## src/rtl/ddr_global_pkg.sv

```systemverilog
// Shared DDR-subsystem AHB types: transfer/response encodings, size codes, CSR FSM states.
package ddr_global_pkg;

    typedef enum logic [1:0] {
        HTRANS_IDLE   = 2'b00,
        HTRANS_BUSY   = 2'b01,
        HTRANS_NONSEQ = 2'b10,
        HTRANS_SEQ    = 2'b11
    } htrans_e;

    typedef enum logic [1:0] {
        HRESP_OKAY  = 2'b00,
        HRESP_ERROR = 2'b01
    } hresp_e;

    localparam logic [2:0] HSIZE_BYTE = 3'd0;
    localparam logic [2:0] HSIZE_HALF = 3'd1;
    localparam logic [2:0] HSIZE_WORD = 3'd2;

    typedef enum logic [1:0] {
        CSR_IDLE,
        CSR_RWAIT,
        CSR_ERR1,
        CSR_ERR2
    } csr_state_e;

endpackage

```

## src/rtl/ddr_ahb_csr_bank_if.sv

```systemverilog
// AHB-Lite slave-side signal bundle for one CSR bank; master drives requests, slave drives responses.
interface ddr_ahb_csr_bank_if #(
    parameter int AWIDTH = 32,
    parameter int DWIDTH = 32
);
    logic [AWIDTH-1:0] i_haddr;
    logic              i_hwrite;
    logic              i_hsel;
    logic [DWIDTH-1:0] i_hwdata;
    logic [1:0]        i_htrans;
    logic [2:0]        i_hsize;
    logic [2:0]        i_hburst;
    logic              i_hreadyin;
    logic              o_hready;
    logic [DWIDTH-1:0] o_hrdata;
    logic [1:0]        o_hresp;

    modport slave (
        input  i_haddr, i_hwrite, i_hsel, i_hwdata, i_htrans, i_hsize, i_hburst, i_hreadyin,
        output o_hready, o_hrdata, o_hresp
    );

    modport master (
        output i_haddr, i_hwrite, i_hsel, i_hwdata, i_htrans, i_hsize, i_hburst, i_hreadyin,
        input  o_hready, o_hrdata, o_hresp
    );
endinterface

```

## src/rtl/ddr_ahb_byte_strb.sv

```systemverilog
// Byte-lane strobe and alignment check from hsize/addr[1:0].
// Latency: combinational; backpressure: none.
module ddr_ahb_byte_strb
    import ddr_global_pkg::*;
(
    input  logic [2:0] i_hsize,
    input  logic [1:0] i_addr_lo,
    output logic [3:0] o_strb,
    output logic       o_misalign
);

    always_comb begin
        o_strb     = 4'b0000;
        o_misalign = 1'b0;
        case (i_hsize)
            HSIZE_BYTE: o_strb = 4'b0001 << i_addr_lo;
            HSIZE_HALF: begin
                o_strb     = i_addr_lo[1] ? 4'b1100 : 4'b0011;
                o_misalign = i_addr_lo[0];
            end
            HSIZE_WORD: begin
                o_strb     = 4'b1111;
                o_misalign = |i_addr_lo;
            end
            // oversize transfers are rejected by the caller; no lanes enabled
            default: ;
        endcase
    end

endmodule

```

## src/rtl/ddr_ahb_csr_bank.sv

```systemverilog
// AHB-Lite slave with NUM_CFG r/w config and NUM_STA snapshot status registers.
// Latency: writes/reads zero-wait (reads +RD_WAIT); backpressure via o_hready low in RWAIT/ERR1.
module ddr_ahb_csr_bank
    import ddr_global_pkg::*;
#(
    parameter int                          AWIDTH  = 32,
    parameter int                          DWIDTH  = 32,
    parameter int                          NUM_CFG = 4,
    parameter int                          NUM_STA = 2,
    parameter int                          OFFS_W  = 12,
    parameter logic [NUM_CFG*DWIDTH-1:0]   CFG_RST = '0,
    parameter int                          RD_WAIT = 0
) (
    input  logic                                          i_hclk,
    input  logic                                          i_hreset,
    ddr_ahb_csr_bank_if.slave                             bus,
    output logic [NUM_CFG*DWIDTH-1:0]                     o_cfg,
    output logic [NUM_CFG-1:0]                            o_cfg_wr,
    input  logic [((NUM_STA > 0) ? NUM_STA : 1)*DWIDTH-1:0] i_sta
);

    localparam int              IDX_W    = OFFS_W - 2;
    localparam int              STA_N    = (NUM_STA > 0) ? NUM_STA : 1;
    localparam logic [IDX_W-1:0] CFG_LIM = IDX_W'(NUM_CFG);
    localparam logic [IDX_W-1:0] REG_LIM = IDX_W'(NUM_CFG + NUM_STA);
    localparam bit              HAS_WAIT = (RD_WAIT > 0);

    csr_state_e                      state_q, state_d;
    logic [1:0]                      cnt_q, cnt_d;
    logic                            dph_vld_q, dph_vld_d;
    logic                            dph_wr_q, dph_wr_d;
    logic [IDX_W-1:0]                dph_idx_q, dph_idx_d;
    logic [3:0]                      dph_strb_q, dph_strb_d;
    logic [NUM_CFG-1:0][DWIDTH-1:0]  cfg_q, cfg_d;
    logic [STA_N-1:0][DWIDTH-1:0]    sta_q, sta_d;

    logic             hready;
    logic             acc;
    logic             acc_err;
    logic             misalign;
    logic [3:0]       strb;
    logic [IDX_W-1:0] addr_idx;
    logic [DWIDTH-1:0] rdata;
    logic [NUM_CFG-1:0] cfg_wr;
    logic             unused_bus;

    assign unused_bus = ^{bus.i_hburst, bus.i_htrans[0], bus.i_haddr[AWIDTH-1:OFFS_W]};

    assign addr_idx = bus.i_haddr[OFFS_W-1:2];
    assign hready   = (state_q == CSR_IDLE) || (state_q == CSR_ERR2);
    assign acc      = bus.i_hsel && bus.i_hreadyin && bus.i_htrans[1] && hready;

    ddr_ahb_byte_strb u_strb (
        .i_hsize    (bus.i_hsize),
        .i_addr_lo  (bus.i_haddr[1:0]),
        .o_strb     (strb),
        .o_misalign (misalign)
    );

    assign acc_err = (addr_idx >= REG_LIM)
                  || (bus.i_hwrite && (addr_idx >= CFG_LIM))
                  || (bus.i_hsize > HSIZE_WORD)
                  || misalign;

    // ERR2 behaves like IDLE for new address phases, so both share one branch
    always_comb begin
        state_d = state_q;
        cnt_d   = cnt_q;
        case (state_q)
            CSR_IDLE, CSR_ERR2: begin
                state_d = CSR_IDLE;
                if (acc) begin
                    if (acc_err) begin
                        state_d = CSR_ERR1;
                    end else if (!bus.i_hwrite && HAS_WAIT) begin
                        state_d = CSR_RWAIT;
                        cnt_d   = 2'(RD_WAIT);
                    end
                end
            end
            CSR_RWAIT: begin
                if (cnt_q == 2'd1) state_d = CSR_IDLE;
                else               cnt_d   = cnt_q - 2'd1;
            end
            CSR_ERR1: state_d = CSR_ERR2;
            default:  state_d = CSR_IDLE;
        endcase
    end

    // A data phase ends on every ready cycle; the next one starts only for a clean accept
    always_comb begin
        dph_vld_d  = dph_vld_q;
        dph_wr_d   = dph_wr_q;
        dph_idx_d  = dph_idx_q;
        dph_strb_d = dph_strb_q;
        if (hready) begin
            dph_vld_d = acc && !acc_err;
            if (acc) begin
                dph_wr_d   = bus.i_hwrite;
                dph_idx_d  = addr_idx;
                dph_strb_d = strb;
            end
        end
    end

    always_comb begin
        cfg_d  = cfg_q;
        cfg_wr = '0;
        if (dph_vld_q && dph_wr_q && hready) begin
            for (int k = 0; k < NUM_CFG; k++) begin
                if (dph_idx_q == IDX_W'(k)) begin
                    cfg_wr[k] = 1'b1;
                    for (int b = 0; b < 4; b++) begin
                        if (dph_strb_q[b]) cfg_d[k][8*b +: 8] = bus.i_hwdata[8*b +: 8];
                    end
                end
            end
        end
    end

    always_comb begin
        sta_d = i_sta;
    end

    always_comb begin
        rdata = '0;
        if (dph_vld_q && !dph_wr_q) begin
            for (int k = 0; k < NUM_CFG; k++) begin
                if (dph_idx_q == IDX_W'(k)) rdata = cfg_q[k];
            end
            for (int j = 0; j < NUM_STA; j++) begin
                if (dph_idx_q == IDX_W'(NUM_CFG + j)) rdata = sta_q[j];
            end
        end
    end

    always_ff @(posedge i_hclk or negedge i_hreset) begin
        if (!i_hreset) begin
            state_q    <= CSR_IDLE;
            cnt_q      <= '0;
            dph_vld_q  <= 1'b0;
            dph_wr_q   <= 1'b0;
            dph_idx_q  <= '0;
            dph_strb_q <= '0;
            cfg_q      <= CFG_RST;
            sta_q      <= '0;
        end else begin
            state_q    <= state_d;
            cnt_q      <= cnt_d;
            dph_vld_q  <= dph_vld_d;
            dph_wr_q   <= dph_wr_d;
            dph_idx_q  <= dph_idx_d;
            dph_strb_q <= dph_strb_d;
            cfg_q      <= cfg_d;
            sta_q      <= sta_d;
        end
    end

    assign bus.o_hready = hready;
    assign bus.o_hrdata = rdata;
    assign bus.o_hresp  = ((state_q == CSR_ERR1) || (state_q == CSR_ERR2)) ? HRESP_ERROR : HRESP_OKAY;
    assign o_cfg        = cfg_q;
    assign o_cfg_wr     = cfg_wr;

endmodule

```

## src/flat_wrapper.sv

```systemverilog
// flat-port wrapper written by rule: the top's interface ports become plain ports
module ddr_ahb_csr_bank_flat import ddr_global_pkg::*;
#(
    parameter int                          AWIDTH  = 32,
    parameter int                          DWIDTH  = 32,
    parameter int                          NUM_CFG = 4,
    parameter int                          NUM_STA = 2,
    parameter int                          OFFS_W  = 12,
    parameter logic [NUM_CFG*DWIDTH-1:0]   CFG_RST = '0,
    parameter int                          RD_WAIT = 0
)
  (i_hclk, i_hreset, o_cfg, o_cfg_wr, i_sta, bus_i_haddr, bus_i_hwrite, bus_i_hsel, bus_i_hwdata, bus_i_htrans, bus_i_hsize, bus_i_hburst, bus_i_hreadyin, bus_o_hready, bus_o_hrdata, bus_o_hresp);
  ddr_ahb_csr_bank_if #(.AWIDTH(AWIDTH), .DWIDTH(DWIDTH)) bus_i ();
  input  logic i_hclk;
  input  logic i_hreset;
  output logic [NUM_CFG*DWIDTH-1:0] o_cfg;
  output logic [NUM_CFG-1:0] o_cfg_wr;
  input  logic [((NUM_STA > 0) ? NUM_STA : 1)*DWIDTH-1:0] i_sta;
  input wire logic [$bits(bus_i.i_haddr)-1:0] bus_i_haddr;
  input wire logic [$bits(bus_i.i_hwrite)-1:0] bus_i_hwrite;
  input wire logic [$bits(bus_i.i_hsel)-1:0] bus_i_hsel;
  input wire logic [$bits(bus_i.i_hwdata)-1:0] bus_i_hwdata;
  input wire logic [$bits(bus_i.i_htrans)-1:0] bus_i_htrans;
  input wire logic [$bits(bus_i.i_hsize)-1:0] bus_i_hsize;
  input wire logic [$bits(bus_i.i_hburst)-1:0] bus_i_hburst;
  input wire logic [$bits(bus_i.i_hreadyin)-1:0] bus_i_hreadyin;
  output wire logic [$bits(bus_i.o_hready)-1:0] bus_o_hready;
  output wire logic [$bits(bus_i.o_hrdata)-1:0] bus_o_hrdata;
  output wire logic [$bits(bus_i.o_hresp)-1:0] bus_o_hresp;
  assign bus_i.i_haddr = bus_i_haddr;
  assign bus_i.i_hwrite = bus_i_hwrite;
  assign bus_i.i_hsel = bus_i_hsel;
  assign bus_i.i_hwdata = bus_i_hwdata;
  assign bus_i.i_htrans = bus_i_htrans;
  assign bus_i.i_hsize = bus_i_hsize;
  assign bus_i.i_hburst = bus_i_hburst;
  assign bus_i.i_hreadyin = bus_i_hreadyin;
  assign bus_o_hready = bus_i.o_hready;
  assign bus_o_hrdata = bus_i.o_hrdata;
  assign bus_o_hresp = bus_i.o_hresp;
  ddr_ahb_csr_bank #(.AWIDTH(AWIDTH), .DWIDTH(DWIDTH), .NUM_CFG(NUM_CFG), .NUM_STA(NUM_STA), .OFFS_W(OFFS_W), .CFG_RST(CFG_RST), .RD_WAIT(RD_WAIT)) u_core (.i_hclk(i_hclk), .i_hreset(i_hreset), .bus(bus_i), .o_cfg(o_cfg), .o_cfg_wr(o_cfg_wr), .i_sta(i_sta));
endmodule
```

## config.mk

```make
export PLATFORM = sky130hd
export DESIGN_NAME = ddr_ahb_csr_bank_flat
export DESIGN_NICKNAME = d
export VERILOG_FILES = /design/src/rtl/ddr_global_pkg.sv /design/src/rtl/ddr_ahb_csr_bank_if.sv /design/src/rtl/ddr_ahb_byte_strb.sv /design/src/rtl/ddr_ahb_csr_bank.sv /design/src/flat_wrapper.sv
export SDC_FILE = /design/constraint.sdc
export NUM_CORES = 1
export LEC_CHECK = 0
export BUFFER_PORTS_ARGS = -buffer_cell sky130_fd_sc_hd__buf_4
export CORE_UTILIZATION = 54
export DETAILED_ROUTE_END_ITERATION = 10
export PLACE_DENSITY = 0.85
export SLEW_MARGIN = 20
export SYNTH_ARGS = -nofsm -noshare
export SYNTH_HDL_FRONTEND = slang
export SYNTH_SLANG_ARGS = --single-unit
```

## constraint.sdc

```tcl
create_clock -name i_hclk -period 6.5 [get_ports i_hclk]
set_clock_uncertainty 0.05 [all_clocks]
set_input_delay 1.3 -clock i_hclk [delete_from_list [all_inputs] [get_ports i_hclk]]
set_output_delay 1.3 -clock i_hclk [all_outputs]
set_load 0.01 [all_outputs]
```

==> impl_metrics.toml <==
[detailed_routing]
drt_first_pass_iters = 5
ant_nets = 0
wirelength_um = 26010
via_per_inst = 5.750
drtIter0Drc = 373
route.detailed.drc = 0
vias = 6808
wl_per_cell_um = 21.97

[floorplan]
start_util_pct = 55.13
io_pins = 308
die_h_um = 132.1
rows = 47
fp.dieArea_sq_um = 17450
core_area_sq_um = 16580
die_x_um = 132.1

[power_and_ir_drop]
vdd_ir_drop_max_uv = 385.4
pwr-share-comb_pct = 23.8
clockPowerShare_pct = 34.5
sequentialPowerShare_pct = 41.7
p_switching_mw = 1.214
p_leak_nw = 5.827
p_int_mw = 2.680
sw_frac_of_total_pct = 31.18
powerDensity_nw_per_um2 = 319.3
finalPower_mw = 3.894

[sta]
setup-tns-final_ns = 0
clock.fmax_mhz = 204.8
max-slew-margin-rel_pct = 31.32
worstMarginPinSlew_ns = 1.030
hold_slack_ns = 0.4370
rsz0062_at_grt = "false"
post-route-min-period_ns = 4.883
final-setup-viol-count = 0
slew_violations = 0
hold_violations = 0
timing.final.crit_share_pct = 75.12

[clocking]
clk_path_buf_depth = 3
postCtsSetupRepairBufs = 0
cts_hold_buf = 0
path_clk_slew_ns = 0.06
h-tree-depth = 1
tritoncts = "yes"
cts_sinks = 212
clkLatencyLatePin_ns = 0.50
cts_resized = 0
cts_buffers = 22
ctsRootBufferMaster = "clkbuf_16"

[cells_and_area]
final_nets = 1093
area_delta_synth_final_pct = 33.39
design_area_sq_um = 12200
antenna_cells = 0
drive_gt1_share_pct = 49.59

[yosys]
synth_nets = 822
synth_top_area_share_pct = 58.03
synthFlopType = "dfrtp_1"
ys_ff_latch = 212
synth.distinct_cells = 41
synth_edf_count = 0
ys_async_sr_fraction_pct = 100.0
yosysWarnings = 0
syn-instance-count = 677
ys_seq_area_share_pct = 58.03
postSynthAreaPerCell_sq_um = 13.50
synth_area_leader_cell = "dfrtp_1"
synth_area_sq_um = 9143
ys_top_cells_by_area = "dfrtp_1, mux2_2, mux2i_1"

[critical_path]
slowest_delay_ns = 1.11
cp_cell_sequence = "nor2b_1, or4b_1, o221a_2, buf_4"
critPathLaunchType = "flop"
worst-path-buf-inv = 1
cp.arrival_ns = 3.53
end_kind = "output port"
path_delay_family = "simple AND/OR/NAND/NOR gates"
crit_fanout = 74
rr_worst_depth = 4
r2r_setup_slack_ns = 3.74
timing.rr.start = "u_core.dph_idx_q[2]$_DFFE_PN0P_"
critical_path_class = "flop to output port"
worst_ep_required_time_ns = 5.15
rr_endpoint = "u_core.o_cfg[122]$_DFFE_PN0P_"
slowest_stage = "dfrtp_4"

[global_routing]
grt_pass1_vias = 7048
antenna_found_initial = 0
overflow = 0
grt_pass1_wl_um = 40280
grt_util_all_layers_pct = 29.95
grt_max_degree = 108

[worst_hold_path]
hold_path.class = "flop to flop"
min_from = "u_core.cnt_q[0]$_DFFE_PN0P_"
holdPathEnd = "u_core.cnt_q[0]$_DFFE_PN0P_"
whs_path_depth = 1

[place]
postPlaceCellArea_sq_um = 11410
globalplace.congestion = 0.8076
port_buffers = 282
place_hpwl_um = 17240

[job]
maxCapViolCount = 0

[status]
status = "finished, final reports clean"
-- per-stage QoR --
| step | instances | util (%) | setup WS, ns |
|---|---|---|---|
| 3_3_place_gp | 1144 | 68.79 | 2.223 |
| 5_1_grt | 1184 | 73.54 | 1.497 |
| 4_1_cts | 1184 | 73.54 | 1.621 |
| 2_1_floorplan | 677 | - | 3.169 |
| 3_5_place_dp | 1144 | 68.79 | 2.191 |
| 6_report | 1184 | 73.54 | 1.617 |
-- cell usage after synthesis, types with 5 or more instances --
cell type  instances
nand2_2           12
buf_2              9
mux2_2           122
o221a_2            8
and3_1             5
o22ai_1            7
a32o_1            22
inv_1              6
buf_4              5
nand2_1           16
mux2_1            32
nor2_1            16
o21ai_0           56
mux2i_1           46
dfrtp_1          212
nand2b_1           5
clkbuf_1          25
a21oi_1           29
nor4_4             5
-- kinds of logic (layout without fill, tap and decap cells) --
kind of cell             after synthesis  count (layout)  share of synthesized area [%]
AO/OA/AOI/OAI                        132             132                          9.416
XOR/XNOR                               1               1                        0.09582
adder cells (fa/ha/maj)                4               4                         0.5474
buffers and inverters                 48             335                          2.381
flip-flops                           212             212                          58.03
multiplexers                         200             200                          24.00
other                                  1               1                        0.04102
AND/OR/NAND/NOR                       79              79                          5.488
-- cell usage in the layout (no fill, tap or decap), types with 5 or more instances in the layout --
master and count:
a21oi_1 29, a32o_1 22, and3_1 5, buf_4 288
clkbuf_16 23, clkbuf_8 7, dfrtp_1 209, inv_1 6
mux2_1 32, mux2_2 122, mux2i_1 46, nand2_1 16
nand2_2 12, nand2b_1 5, nor2_1 16, nor4_4 5
o21ai_0 56, o221a_2 8, o22ai_1 7
-- flip-flops by register name, indices dropped and copies added, names as in the netlist --
signal,flops
u_core.dph_strb_q,4
u_core.state_q,2
u_core.dph_wr_q,1
u_core.dph_idx_q,10
u_core.cnt_q,2
u_core.sta_q,64
u_core.o_cfg,128
u_core.dph_vld_q,1
-- worst register-to-register path, cell delays in order (launching register included) --
cell and delay (ns):
dfrtp_2 0.66, nand3b_1 0.53, nor4_4 0.47, and2b_1 0.54, mux2_1 0.38
-- area by class of cell --
class | count | area (sq um)
Clock buffer | 33 | 673.1
Timing Repair Buffer | 289 | 2176
Tap cell | 220 | 275.3
Clock inverter | 7 | 115.1
Multi-Input combinational cell | 417 | 3622
Inverter | 6 | 22.52
Sequential cell | 212 | 5311
Fill cell | 1122 | 4388
-- how the worst max path moves through the flow --
stage	from	to	slack, ns	cells after the start
final	u_core.dph_idx_q[0]$_DFFE_PN0P_	bus_o_hrdata[6]	1.62	4
after global routing	u_core.dph_idx_q[0]$_DFFE_PN0P_	bus_o_hrdata[6]	1.50	4
after CTS	u_core.dph_idx_q[0]$_DFFE_PN0P_	bus_o_hrdata[6]	1.62	4
after detailed placement	u_core.dph_idx_q[0]$_DFFE_PN0P_	bus_o_hrdata[6]	2.19	4
after global placement	u_core.dph_idx_q[0]$_DFFE_PN0P_	bus_o_hrdata[6]	2.22	4
after floorplan	u_core.state_q[0]$_DFFE_PN0N_	o_cfg_wr[1]	3.17	5
-- layer usage --
metal	routed length [um]	global-route usage, %
met5	0	0
met1	10490	39.16
met4	1037	11.37
met3	1674	5.075
met2	12810	50.21
-- power by group through the flow --
stage                     Clock (mW)  Combinational [mW]  Sequential, mW
after floorplan                    0               0.691            1.51
after global placement             0               0.877            1.64
after detailed placement           0               0.906            1.64
after CTS                       1.36               0.922            1.62
after global routing            1.41                1.00            1.64
final                           1.34               0.926            1.63
No activity file was read; power rests on OpenSTA's default activity.
